### src/rtl/mips_pipe_pkg.sv
// Shared widths, ALU op codes and control-bundle types for the MIPS pipeline registers.
package mips_pipe_pkg;

  localparam int DATA_W  = 32;
  localparam int REG_AW  = 4;
  localparam int ALUOP_W = 4;

  localparam logic [ALUOP_W-1:0] ALU_ADD = 4'h0;
  localparam logic [ALUOP_W-1:0] ALU_SUB = 4'h1;
  localparam logic [ALUOP_W-1:0] ALU_AND = 4'h2;
  localparam logic [ALUOP_W-1:0] ALU_OR  = 4'h3;
  localparam logic [ALUOP_W-1:0] ALU_XOR = 4'h4;
  localparam logic [ALUOP_W-1:0] ALU_NOR = 4'h5;
  localparam logic [ALUOP_W-1:0] ALU_SLT = 4'h6;
  localparam logic [ALUOP_W-1:0] ALU_SLL = 4'h7;
  localparam logic [ALUOP_W-1:0] ALU_SRL = 4'h8;
  localparam logic [ALUOP_W-1:0] ALU_LUI = 4'h9;

  typedef struct packed {
    logic reg_write;
    logic mem_read;
    logic mem_write;
    logic mem_to_reg;
    logic alu_src;
    logic reg_dst;
  } ctrl_t;

  // All-zero control: a bubble never writes registers or touches memory.
  localparam ctrl_t CTRL_BUBBLE = '0;

endpackage

### src/rtl/id_ex_stage_hazard_detect.sv
// Load-use hazard comparator: a load in EX whose destination is read by the instruction in ID.
module hazard_detect #(
  parameter int REG_AW = mips_pipe_pkg::REG_AW
) (
  input  logic              ex_valid,
  input  logic              ex_mem_read,
  input  logic [REG_AW-1:0] ex_rt,
  input  logic              id_valid,
  input  logic [REG_AW-1:0] id_rs,
  input  logic [REG_AW-1:0] id_rt,
  input  logic              id_uses_rt,
  output logic              stall
);

  logic w_rs_match;
  logic w_rt_match;

  assign w_rs_match = (ex_rt == id_rs);
  assign w_rt_match = id_uses_rt & (ex_rt == id_rt);

  // r0 loads never create a dependency since r0 always reads zero.
  assign stall = ex_valid & ex_mem_read & (ex_rt != '0) & id_valid & (w_rs_match | w_rt_match);

endmodule

### src/rtl/id_ex_stage.sv
// ID/EX pipeline register with load-use bubble insertion, WB write-bypass and stall counter.
module id_ex_stage #(
  parameter int DATA_W  = mips_pipe_pkg::DATA_W,
  parameter int REG_AW  = mips_pipe_pkg::REG_AW,
  parameter int ALUOP_W = mips_pipe_pkg::ALUOP_W,
  parameter int CNT_W   = 16
) (
  input  logic               clk,
  input  logic               rst_n,
  input  logic               id_valid,
  input  logic [REG_AW-1:0]  id_rs,
  input  logic [REG_AW-1:0]  id_rt,
  input  logic [REG_AW-1:0]  id_rd,
  input  logic               id_uses_rt,
  input  logic [DATA_W-1:0]  id_rs_data,
  input  logic [DATA_W-1:0]  id_rt_data,
  input  logic [DATA_W-1:0]  id_imm,
  input  logic               id_reg_write,
  input  logic               id_mem_read,
  input  logic               id_mem_write,
  input  logic               id_mem_to_reg,
  input  logic               id_alu_src,
  input  logic               id_reg_dst,
  input  logic [ALUOP_W-1:0] id_alu_op,
  input  logic               flush,
  input  logic               wb_reg_write,
  input  logic [REG_AW-1:0]  wb_rd,
  input  logic [DATA_W-1:0]  wb_data,
  output logic               ex_valid,
  output logic [REG_AW-1:0]  ex_rs,
  output logic [REG_AW-1:0]  ex_rt,
  output logic [REG_AW-1:0]  ex_rd,
  output logic [DATA_W-1:0]  ex_rs_data,
  output logic [DATA_W-1:0]  ex_rt_data,
  output logic [DATA_W-1:0]  ex_imm,
  output logic               ex_reg_write,
  output logic               ex_mem_read,
  output logic               ex_mem_write,
  output logic               ex_mem_to_reg,
  output logic               ex_alu_src,
  output logic               ex_reg_dst,
  output logic [ALUOP_W-1:0] ex_alu_op,
  output logic               stall,
  output logic               pc_write,
  output logic               if_id_write,
  output logic [CNT_W-1:0]   stall_cnt
);

  import mips_pipe_pkg::ctrl_t;
  import mips_pipe_pkg::CTRL_BUBBLE;

  ctrl_t               r_ctrl;
  logic                r_valid;
  logic [REG_AW-1:0]   r_rs;
  logic [REG_AW-1:0]   r_rt;
  logic [REG_AW-1:0]   r_rd;
  logic [DATA_W-1:0]   r_rs_data;
  logic [DATA_W-1:0]   r_rt_data;
  logic [DATA_W-1:0]   r_imm;
  logic [ALUOP_W-1:0]  r_alu_op;
  logic [CNT_W-1:0]    r_stall_cnt;

  logic                w_stall;
  logic                w_load;
  logic                w_byp_rs;
  logic                w_byp_rt;
  ctrl_t               w_id_ctrl;

  hazard_detect #(.REG_AW(REG_AW)) u_hazard (
    .ex_valid    (r_valid),
    .ex_mem_read (r_ctrl.mem_read),
    .ex_rt       (r_rt),
    .id_valid    (id_valid),
    .id_rs       (id_rs),
    .id_rt       (id_rt),
    .id_uses_rt  (id_uses_rt),
    .stall       (w_stall)
  );

  assign w_load    = id_valid & ~flush & ~w_stall;
  // The register file returns stale data when WB writes the same register this cycle.
  assign w_byp_rs  = wb_reg_write & (wb_rd != '0) & (wb_rd == id_rs);
  assign w_byp_rt  = wb_reg_write & (wb_rd != '0) & (wb_rd == id_rt);
  assign w_id_ctrl = '{reg_write:  id_reg_write,
                       mem_read:   id_mem_read,
                       mem_write:  id_mem_write,
                       mem_to_reg: id_mem_to_reg,
                       alu_src:    id_alu_src,
                       reg_dst:    id_reg_dst};

  always_ff @(posedge clk or negedge rst_n) begin
    if (!rst_n) begin
      r_valid     <= 1'b0;
      r_ctrl      <= CTRL_BUBBLE;
      r_rs        <= '0;
      r_rt        <= '0;
      r_rd        <= '0;
      r_rs_data   <= '0;
      r_rt_data   <= '0;
      r_imm       <= '0;
      r_alu_op    <= '0;
      r_stall_cnt <= '0;
    end else begin
      r_valid <= w_load;
      if (w_load) begin
        r_ctrl    <= w_id_ctrl;
        r_rs      <= id_rs;
        r_rt      <= id_rt;
        r_rd      <= id_rd;
        r_rs_data <= w_byp_rs ? wb_data : id_rs_data;
        r_rt_data <= w_byp_rt ? wb_data : id_rt_data;
        r_imm     <= id_imm;
        r_alu_op  <= id_alu_op;
      end else begin
        // Zero specifiers keep the forwarding unit from matching a bubble.
        r_ctrl    <= CTRL_BUBBLE;
        r_rs      <= '0;
        r_rt      <= '0;
        r_rd      <= '0;
        r_rs_data <= '0;
        r_rt_data <= '0;
        r_imm     <= '0;
        r_alu_op  <= '0;
      end
      if (w_stall && !flush && !(&r_stall_cnt))
        r_stall_cnt <= r_stall_cnt + 1'b1;
    end
  end

  assign ex_valid      = r_valid;
  assign ex_rs         = r_rs;
  assign ex_rt         = r_rt;
  assign ex_rd         = r_rd;
  assign ex_rs_data    = r_rs_data;
  assign ex_rt_data    = r_rt_data;
  assign ex_imm        = r_imm;
  assign ex_reg_write  = r_ctrl.reg_write;
  assign ex_mem_read   = r_ctrl.mem_read;
  assign ex_mem_write  = r_ctrl.mem_write;
  assign ex_mem_to_reg = r_ctrl.mem_to_reg;
  assign ex_alu_src    = r_ctrl.alu_src;
  assign ex_reg_dst    = r_ctrl.reg_dst;
  assign ex_alu_op     = r_alu_op;
  assign stall         = w_stall;
  assign pc_write      = ~w_stall;
  assign if_id_write   = ~w_stall;
  assign stall_cnt     = r_stall_cnt;

endmodule
### config.mk
export PLATFORM = sky130hd
export DESIGN_NAME = id_ex_stage
export DESIGN_NICKNAME = d
export VERILOG_FILES = /design/src/rtl/mips_pipe_pkg.sv /design/src/rtl/id_ex_stage_hazard_detect.sv /design/src/rtl/id_ex_stage.sv
export SDC_FILE = /design/constraint.sdc
export NUM_CORES = 1
export LEC_CHECK = 0
export CAP_MARGIN = 20
export CELL_PAD_IN_SITES_DETAIL_PLACEMENT = 0
export CELL_PAD_IN_SITES_GLOBAL_PLACEMENT = 1
export CORE_UTILIZATION = 26
export DETAILED_ROUTE_END_ITERATION = 12
export PLACE_DENSITY = 0.75
export SLEW_MARGIN = 20
export SYNTH_ARGS = -nofsm -noshare
export SYNTH_HDL_FRONTEND = slang
export SYNTH_SLANG_ARGS = --single-unit
### constraint.sdc
create_clock -name clk -period 2 [get_ports clk]
set_input_delay 0.4 -clock clk [delete_from_list [all_inputs] [get_ports clk]]
set_output_delay 0.4 -clock clk [all_outputs]
set_load 0.005 [all_outputs]
# Yosys cells after proc, flatten, opt, wreduce, memory -nomap -nowiden
# Cells that the tools add are included.
dict set report op_classes {
  n_addsub 1
  n_eq_ne 4
  n_mux 10
  n_bitwise 13
  n_reduce_logical 7
}
# operator n
set ops {}
lappend ops {{32-bit two-way mux} 5}
lappend ops {{16-bit by 1-bit adder with 16-bit output, second input constant} 1}
lappend ops {{4-bit == test} 4}
lappend ops {{4-bit two-way mux} 4}
lappend ops {{16-bit AND reduction} 1}
lappend ops {{1-bit AND} 10}
lappend ops {{4-bit nonzero test} 2}
lappend ops {{6-bit two-way mux} 1}
lappend ops {{1-bit logical AND} 2}
lappend ops {{1-bit logical NOT} 2}
lappend ops {{1-bit inverter} 2}
lappend ops {{1-bit OR} 1}
dict set report word_totals {
  regBits 135
  in_bits 160
  output_inout_bits 138
  word_cells 50
}

# Depth between registers and ports, before layout
# Gate-level depths: netlist (run 1).
dict set report depth {
  depth_word 7
  ltp_mapped 8
  depth_no_buf 7
}

# Modules after synthesis
# A second synthesis (run 1) with hierarchy kept.
dict set report hier_totals {
  cells_unflattened 521
  hier_area_um2 5536.6
}
# module n_inst cells_each area_each_um2 seq_area_each_um2
set modules_own_cells {}
lappend modules_own_cells {id_ex_stage 1 506 5420.2 3378.2}
lappend modules_own_cells {hazard_detect 1 15 116.4 0.0}

# Least setup slack after synthesis (run 1)
# OpenSTA, ideal clock, no wires.
dict set report synth_timing {
  kind {reg2reg}
  startpoint {register r_rt[0] (netlist: ex_rt[0])}
  endpoint {register r_alu_op[0] (netlist: ex_alu_op[0])}
  setup_time_ns 0.066
  t_arrival_ns 1.897
  required_time_ns 1.934
  setup_slack_ns 0.037
  path_stages_with_launch 8
  n_path_buf 1
  period_less_slack_ns 1.963
  cell_sequence {dfrtp_1 or4_1 nand4_1 nor2_1 or3b_4 inv_2 buf_2 and2_1}
}
dict set report synth_between {
  elab_chain_cells 7
  word_cells_on_any_way 11
  classes_between {2 x eq/ne; 1 x mux; 7 x bitwise; 1 x reduce/logical}
}
# element line
set synth_lines {}
lappend synth_lines {{from (decl)} id_ex_stage.sv:55} ;# logic [REG_AW-1:0] r_rt;
lappend synth_lines {{from (signal assigned)} id_ex_stage.sv:108} ;# r_rt <= id_rt;
lappend synth_lines {{4-bit == test / 4-bit nonzero test (equally long branches)} {id_ex_stage_hazard_detect.sv:19, id_ex_stage_hazard_detect.sv:22}}
lappend synth_lines {{1-bit AND (on tied branches)} {id_ex_stage_hazard_detect.sv:19, id_ex_stage_hazard_detect.sv:22}}
lappend synth_lines {{1-bit OR / 1-bit AND (equally long branches)} id_ex_stage_hazard_detect.sv:22} ;# assign stall = ex_valid & ex_mem_read & (ex_rt != '0) & id_valid & (w_rs_match | w_rt_match);
lappend synth_lines {{1-bit AND (*)} id_ex_stage_hazard_detect.sv:22}
lappend synth_lines {{named net stall} id_ex_stage.sv:43} ;# output logic stall,
lappend synth_lines {{1-bit inverter (*)} id_ex_stage.sv:80} ;# assign w_load = id_valid & ~flush & ~w_stall;
lappend synth_lines {{1-bit AND (*)} id_ex_stage.sv:80}
lappend synth_lines {{4-bit two-way mux (*)} id_ex_stage.sv:105} ;# if (w_load) begin
lappend synth_lines {{to (signal assigned)} id_ex_stage.sv:113} ;# r_alu_op <= id_alu_op;
lappend synth_lines {{to (decl)} id_ex_stage.sv:60} ;# logic [ALUOP_W-1:0] r_alu_op;
# Mark *: on every way through the listed nets, which the timed path passes. The rest lies on a longest branch.
# A chain may end at the register's enable or synchronous reset.

# Final worst setup path (run 1)
dict set report layout_timing {
  startpoint {register r_rt[0] (netlist: ex_rt[0])}
  endpoint {register r_imm[15] (netlist: ex_imm[15])}
}
dict set report layout_between {
  elab_chain_cells 7
  word_cells_on_any_way 11
  classes_between {2 x eq/ne; 1 x mux; 7 x bitwise; 1 x reduce/logical}
}
# element line
set layout_lines {}
lappend layout_lines {{4-bit == test / 4-bit nonzero test (equally long branches)} {id_ex_stage_hazard_detect.sv:19, id_ex_stage_hazard_detect.sv:22}}
lappend layout_lines {{1-bit AND (on tied branches)} {id_ex_stage_hazard_detect.sv:19, id_ex_stage_hazard_detect.sv:22}}
lappend layout_lines {{1-bit OR / 1-bit AND (equally long branches)} id_ex_stage_hazard_detect.sv:22}
lappend layout_lines {{1-bit AND (*)} id_ex_stage_hazard_detect.sv:22}
lappend layout_lines {{1-bit inverter (*)} id_ex_stage.sv:80}
lappend layout_lines {{1-bit AND (*)} id_ex_stage.sv:80}
lappend layout_lines {{32-bit two-way mux (*)} id_ex_stage.sv:105}
lappend layout_lines {{to (signal assigned)} id_ex_stage.sv:112} ;# r_imm <= id_imm;
lappend layout_lines {{to (decl)} id_ex_stage.sv:59} ;# logic [DATA_W-1:0] r_imm;
# Every way passes the cells marked *; elsewhere a longest branch is shown, timed or not.

==> impl_metrics.tcl, run 1 <==
set metrics [dict create \
    fp.dieW_um 144.6 \
    period_share_pct 117.8 \
    drc 0 \
    drv_slew 0 \
    worst_skew_pair.late_latency_ns 0.41 \
    fin_ws_ns -0.3558 \
    dieHeight_um 144.6 \
    clockBufferDepth 2 \
    htree_levels 4 \
    critical_path_peak_fanout 9 \
    worst_setup_path_start_kind "register" \
    failed_checks "negative setup slack" \
    syn_nets 575 \
    holdWs_ns 0.4915 \
    hp-class "register to register" \
    wl_um 17010 \
    status "finished with violations" \
    start_util_pct 26.80 \
    setup_viol 135 \
    dp_hpwl_um 12480 \
    grt_setup_unrepaired "yes" \
    numPortBuffers 297 \
    ys_ff_latch 135 \
    num_io_pins 298 \
    setup-tns-final_ns -39.24 \
    cts.sinks 135 \
    path_cells "or4_4 > nand4_1 > nor2_2 > buf_4 > buf_4 > or3b_4 > clkinv_8 > clkbuf_16 > and2_4" \
    drt_iter0_markers 102 \
    crit_path_top_delay_cell "or4_4" \
    root_buffer "clkbuf_16" \
    detail_route.wl_per_cell_um 16.42 \
    syn_area_um2 5285 \
    clk_pin_slew_ns 0.06 \
    first_pass_iters 4 \
    vias_per_cell 4.231 \
    fin_crit_ns 2.356 \
    finalInstanceArea_um2 9714 \
    vias 4383 \
    dpl-instance-area_um2 8795 \
    grt.overflow.total 0 \
    fin_nets 919 \
    grtUsageTotal_pct 16.14 \
    cts_tree "built" \
    core-area_um2 19720 \
    crit_path_end_kind "register" \
    routabilityCongestion 0.8401 \
    drive_gt1_share_pct 14.01 \
    crit_type "register to register" \
    antenna_found_initial 1 \
    yosysSeqAreaShare_pct 63.92 \
    relSlewSlack_pct 69.69 \
    crit_required_ns 2.35 \
    layout_commonest_cell "clkdlybuf4s50_1" \
    tightest_slew_ns 0.4546 \
    final-hold-violation-count 0 \
    area_growth_pct 83.81 \
    dieArea_um2 20900 \
    slowest_delay_ns 0.55 \
    ys.flop_type "dfrtp_1" \
    fmax_mhz 424.5 \
    ff2ff_setup_slack_ns -0.36 \
    grt_pass1_wl_um 24900 \
    cpMostUsedCell "buf_4" \
    power_leakage_nw 4.156 \
    ir_drop_mv 0.5160 \
    synth-edff-count 0 \
    synth_cell_types 27 \
    grt_pass1_vias 4672 \
    arrival_ns 2.71 \
    drv_cap 0 \
    grt_max_degree 55 \
    netlist_instances 414 \
    pwr_density_cell_nw_per_um2 717.4 \
    synth-warning-count 0 \
    fin_skew_ns 0.008046 \
    layout_common_cells "clkdlybuf4s50_1, dfrtp_1, nor2_1" \
    numCtsBuffers 17 \
    antenna_cells 0 \
    fillCellCount 1720 \
    ys_async_sr_fraction_pct 100.0 \
    syn_avg_cell_area_um2 12.77 \
    final_antenna_net_count 0 \
    num_rows 51 \
]
[metal layers]
layer	wire (µm)	global-route usage [%]	vias to the layer above
met5	14	0	-
met4	308	5.485	2
met3	1264	5.662	25
met2	8731	27.94	183
met1	6691	18.38	2115
li1	-	-	2058
[repair_timing]
action	CTS	global route
gates cloned	1	6
gates resized for setup	29	24
setup endpoints to repair	130	136
setup buffers	6	3
hold endpoints to repair	45	0
pin swaps	27	8
hold buffers	1	0
[cell type report]
cell class | instances | area, µm² | area share [%]
repair buffers | 345 | 3531 | 36.35
clock inverters | 14 | 163.9 | 1.687
clock buffers | 18 | 439.2 | 4.521
multi-input cells | 255 | 1842 | 18.96
well taps | 265 | 331.6 | 3.413
inverters | 4 | 27.53 | 0.2834
flip-flops and latches | 135 | 3379 | 34.79
[cells in the mapped netlist, types with 2 or more instances]
master | instances | share of area (%)
buf_2 | 5 | 0.47
inv_1 | 3 | 0.21
buf_6 | 7 | 1.5
nand2_1 | 6 | 0.43
dfrtp_1 | 135 | 64
and3_1 | 3 | 0.36
xor2_1 | 8 | 1.3
clkbuf_1 | 6 | 0.43
nand4_1 | 12 | 1.4
xnor2_1 | 23 | 3.8
nor3_1 | 2 | 0.19
buf_4 | 2 | 0.28
nand3_1 | 2 | 0.19
mux2i_1 | 64 | 12
and2_1 | 55 | 6.5
nor2_1 | 69 | 4.9
and4_1 | 2 | 0.33
[logic make-up after synthesis]
kind of cell	share of synthesized area (%)
AOI/OAI and AO/OA	0.6157
xor gates and xnor gates	5.137
adders and majority gates	0.2367
buffers and inverters	2.959
DFF	63.92
muxes	12.33
and+or+nand+nor	14.80
[per-stage QoR]
| stage | total power, mW | utilization [%] | instances | setup slack [ns] |
|---|---|---|---|---|
| 2_1_floorplan | 3.120 | - | 414 | 0.03745 |
| 3_3_place_gp | 3.784 | 44.60 | 990 | -0.6475 |
| 3_5_place_dp | 3.797 | 44.60 | 990 | -0.6869 |
| 4_1_cts | 7.029 | 48.37 | 1030 | -0.3173 |
| 5_1_grt | 7.270 | 49.27 | 1036 | -0.4174 |
| 6_report | 6.969 | 49.27 | 1036 | -0.3558 |
[power by group]
group | internal, mW | leakage [nW] | switching [mW] | total (mW)
Sequential | 2.83 | 1.82 | 0.0331 | 2.86
Combinational | 0.612 | 2.04 | 0.324 | 0.936
Clock | 1.91 | 0.292 | 1.27 | 3.17
[critical path: cells and delay by family, from the launching register on]
family	cells	cell delay [ns]
buffers and inverters	4	0.55
AND/OR/NAND/NOR	5	1.30
flip-flops	1	0.44
[worst paths after layout]
kind	cells after the start	to	start
worst min-delay path	1	stall_cnt[11]$_DFFE_PN0P_	stall_cnt[11]$_DFFE_PN0P_
worst max-delay path	9	ex_imm[15]$_DFF_PN0_	ex_rt[0]$_DFF_PN0_
min in group asynchronous	2	stall_cnt[3]$_DFFE_PN0P_	rst_n
worst max register to register	9	ex_imm[15]$_DFF_PN0_	ex_rt[0]$_DFF_PN0_
max in group asynchronous	3	ex_rt_data[20]$_DFF_PN0_	rst_n
worst min register to register	1	stall_cnt[11]$_DFFE_PN0P_	stall_cnt[11]$_DFFE_PN0P_
Note: power is estimated with default switching activity, not from simulation.
==> run 2, diff against run 1 <==
- CORE_ASPECT_RATIO: not set -> 0.7
==> run 2 against run 1 <==
  * The run still ends with negative setup slack left
  * Power rose by 2.3%
  * Non-clock buffer count rose by 4
  * Final area rose by 0.88%
  * Combinational power rose by 1%
  * Fmax rose by 2.2%
  * Via count rose by 0.30%
  * Sequential share of layout area fell by 0.26 points
  * Critical path type unchanged
  * Critical endpoint is now ex_rs_data[2]$_DFF_PN0_
==> impl_metrics.tcl, run 2 (synthesis gave the netlist of run 1 again) <==
set metrics [dict create \
    crit_path_top_delay_cell "or4_4" \
    r2r_cells 8 \
    cts.sinks 135 \
    vias 4396 \
    pwr_density_cell_nw_per_um2 727.4 \
    grt_pass1_wl_um 25820 \
    fin_ws_ns -0.3049 \
    grt.overflow.total 0 \
    drt_iter0_markers 232 \
    detail_route.wl_per_cell_um 17.05 \
    numCtsBuffers 17 \
    num_io_pins 298 \
    grt_max_degree 55 \
    power_leakage_nw 4.221 \
    path_cells "or4_4 > nand4_1 > buf_4 > nor2_4 > buf_6 > or3b_4 > buf_12 > nor2_1" \
    relSlewSlack_pct 77.13 \
    cp.buffers_inverters 3 \
    start_util_pct 26.62 \
    dp_hpwl_um 12860 \
    final_antenna_net_count 0 \
    crit_path_end_kind "register" \
    vias_per_cell 4.211 \
    fin_util_pct 49.36 \
    clockBufferDepth 2 \
    setup-tns-final_ns -31.48 \
    arrival_ns 2.64 \
    fp.dieW_um 172.4 \
    slowest_delay_ns 0.54 \
    worst_setup_path_start_kind "register" \
    period_share_pct 115.2 \
    antenna_cells 0 \
    num_rows 43 \
    dieArea_um2 20910 \
    layout_common_cells "clkdlybuf4s50_1, dfrtp_1, nor2_1" \
    numPortBuffers 297 \
    fin_nets 923 \
    core-area_um2 19850 \
    failed_checks "negative setup slack" \
    setup_viol 125 \
    grt_setup_unrepaired "yes" \
    cp.depth 8 \
    clk_pin_slew_ns 0.06 \
    antenna_found_initial 0 \
    area_growth_pct 85.42 \
    htree_levels 4 \
    worst_skew_pair.late_latency_ns 0.41 \
    holdWs_ns 0.4469 \
    drv_cap 0 \
    routabilityCongestion 0.7933 \
    drc 0 \
    cts_tree "built" \
    status "finished with violations" \
    grt_pass1_vias 4785 \
    fin_skew_ns 0.01363 \
    wl_um 17800 \
    crit_type "register to register" \
    final-hold-violation-count 0 \
    crit_required_ns 2.33 \
    drv_slew 0 \
    layout_commonest_cell "clkdlybuf4s50_1" \
    fin_crit_ns 2.305 \
    hp-class "primary input to asynchronous set/reset pin" \
    dieHeight_um 121.3 \
    root_buffer "clkbuf_16" \
    grtUsageTotal_pct 16.64 \
    first_pass_iters 4 \
    critical_path_peak_fanout 54 \
    ir_drop_mv 0.4258 \
    drive_gt1_share_pct 16.80 \
    fmax_mhz 433.9 \
    tightest_slew_ns 0.3430 \
    crit_family "simple AND/OR/NAND/NOR gates" \
]
==> run 2: cell count changes in the layout (fill, tap and decap cells not counted), moves of 3 or more <==
cell,change
clkdlybuf4s50_1,-5
xor2_1,-3
and2_4,+7
and2_1,-7
xor2_2,+3
nand2_1,-3
dfrtp_1,-3
inv_6,-3
buf_4,+8
dfrtp_2,+3
==> run 2: timing repair <==
action | CTS | global route
resized for setup | 46 | 33
setup endpoints to repair | 134 | 136
hold endpoints to repair | 31 | 0
cloned | 2 | 5
hold buffers | 1 | 0
buffers inserted | 15 | 2
pin swaps | 18 | 26
==> run 2: worst paths after layout <==
kind	start	endpoint	slack (ns)
worst min-delay path	rst_n	stall_cnt[11]$_DFFE_PN0P_	0.45
max in group asynchronous	rst_n	ex_rt[2]$_DFF_PN0_	0.93
worst max-delay path	ex_rt[0]$_DFF_PN0_	ex_rs_data[2]$_DFF_PN0_	-0.30
worst max register to register	ex_rt[0]$_DFF_PN0_	ex_rs_data[2]$_DFF_PN0_	-0.30
worst min register to register	stall_cnt[11]$_DFFE_PN0P_	stall_cnt[11]$_DFFE_PN0P_	0.49
min in group clk	id_rt[3]	ex_rt[3]$_DFF_PN0_	0.47
==> run 2: final cells by class <==
cell class / instances / area, µm²
clock buffers: 20 / 446.7
clock inverters: 11 / 173.9
fillers: 1759 / 10050
inverters: 4 / 27.53
multi-input cells: 255 / 1906
flip-flops and latches: 135 / 3383
well taps: 270 / 337.8
repair buffers: 349 / 3525
==> run 2: per-stage QoR <==
step	total power [mW]	setup WS, ns	cell area [µm²]	std cells
finish	7.128	-0.3049	9799	1044
detailed placement	3.806	-0.7262	8801	995
floorplan	3.120	0.03745	5285	414
global placement	3.791	-0.6595	8801	995
CTS	7.190	-0.2764	9593	1039
global route	7.418	-0.3579	9799	1044
==> run 2: worst register-to-register path: stages (launching register included) <==
cell and delay, ns:
dfrtp_2 0.43, or4_4 0.54, nand4_1 0.12, buf_4 0.14
nor2_4 0.04, buf_6 0.12, or3b_4 0.45, buf_12 0.20
nor2_1 0.21
==> run 2: report_power, final <==
group	internal [mW]	total [mW]	switching (mW)	leakage, nW
registers	2.83	2.86	0.0341	1.82
logic	0.611	0.950	0.339	2.11
clock network	2.12	3.32	1.20	0.293
==> run 2: routing by layer <==
metal	track usage (%)	part of all wire, %	routed length [µm]
met1	19.72	41	7347
met2	27.85	49	8701
met3	6.099	8.6	1529
met4	5.365	1.2	216
met5	0	0	0
==> run 3, diff against run 2 <==
- SLEW_MARGIN: 20 -> not set
==> results of run 3 <==
The final DEF is identical to that of run 2; final timing and power are the same.
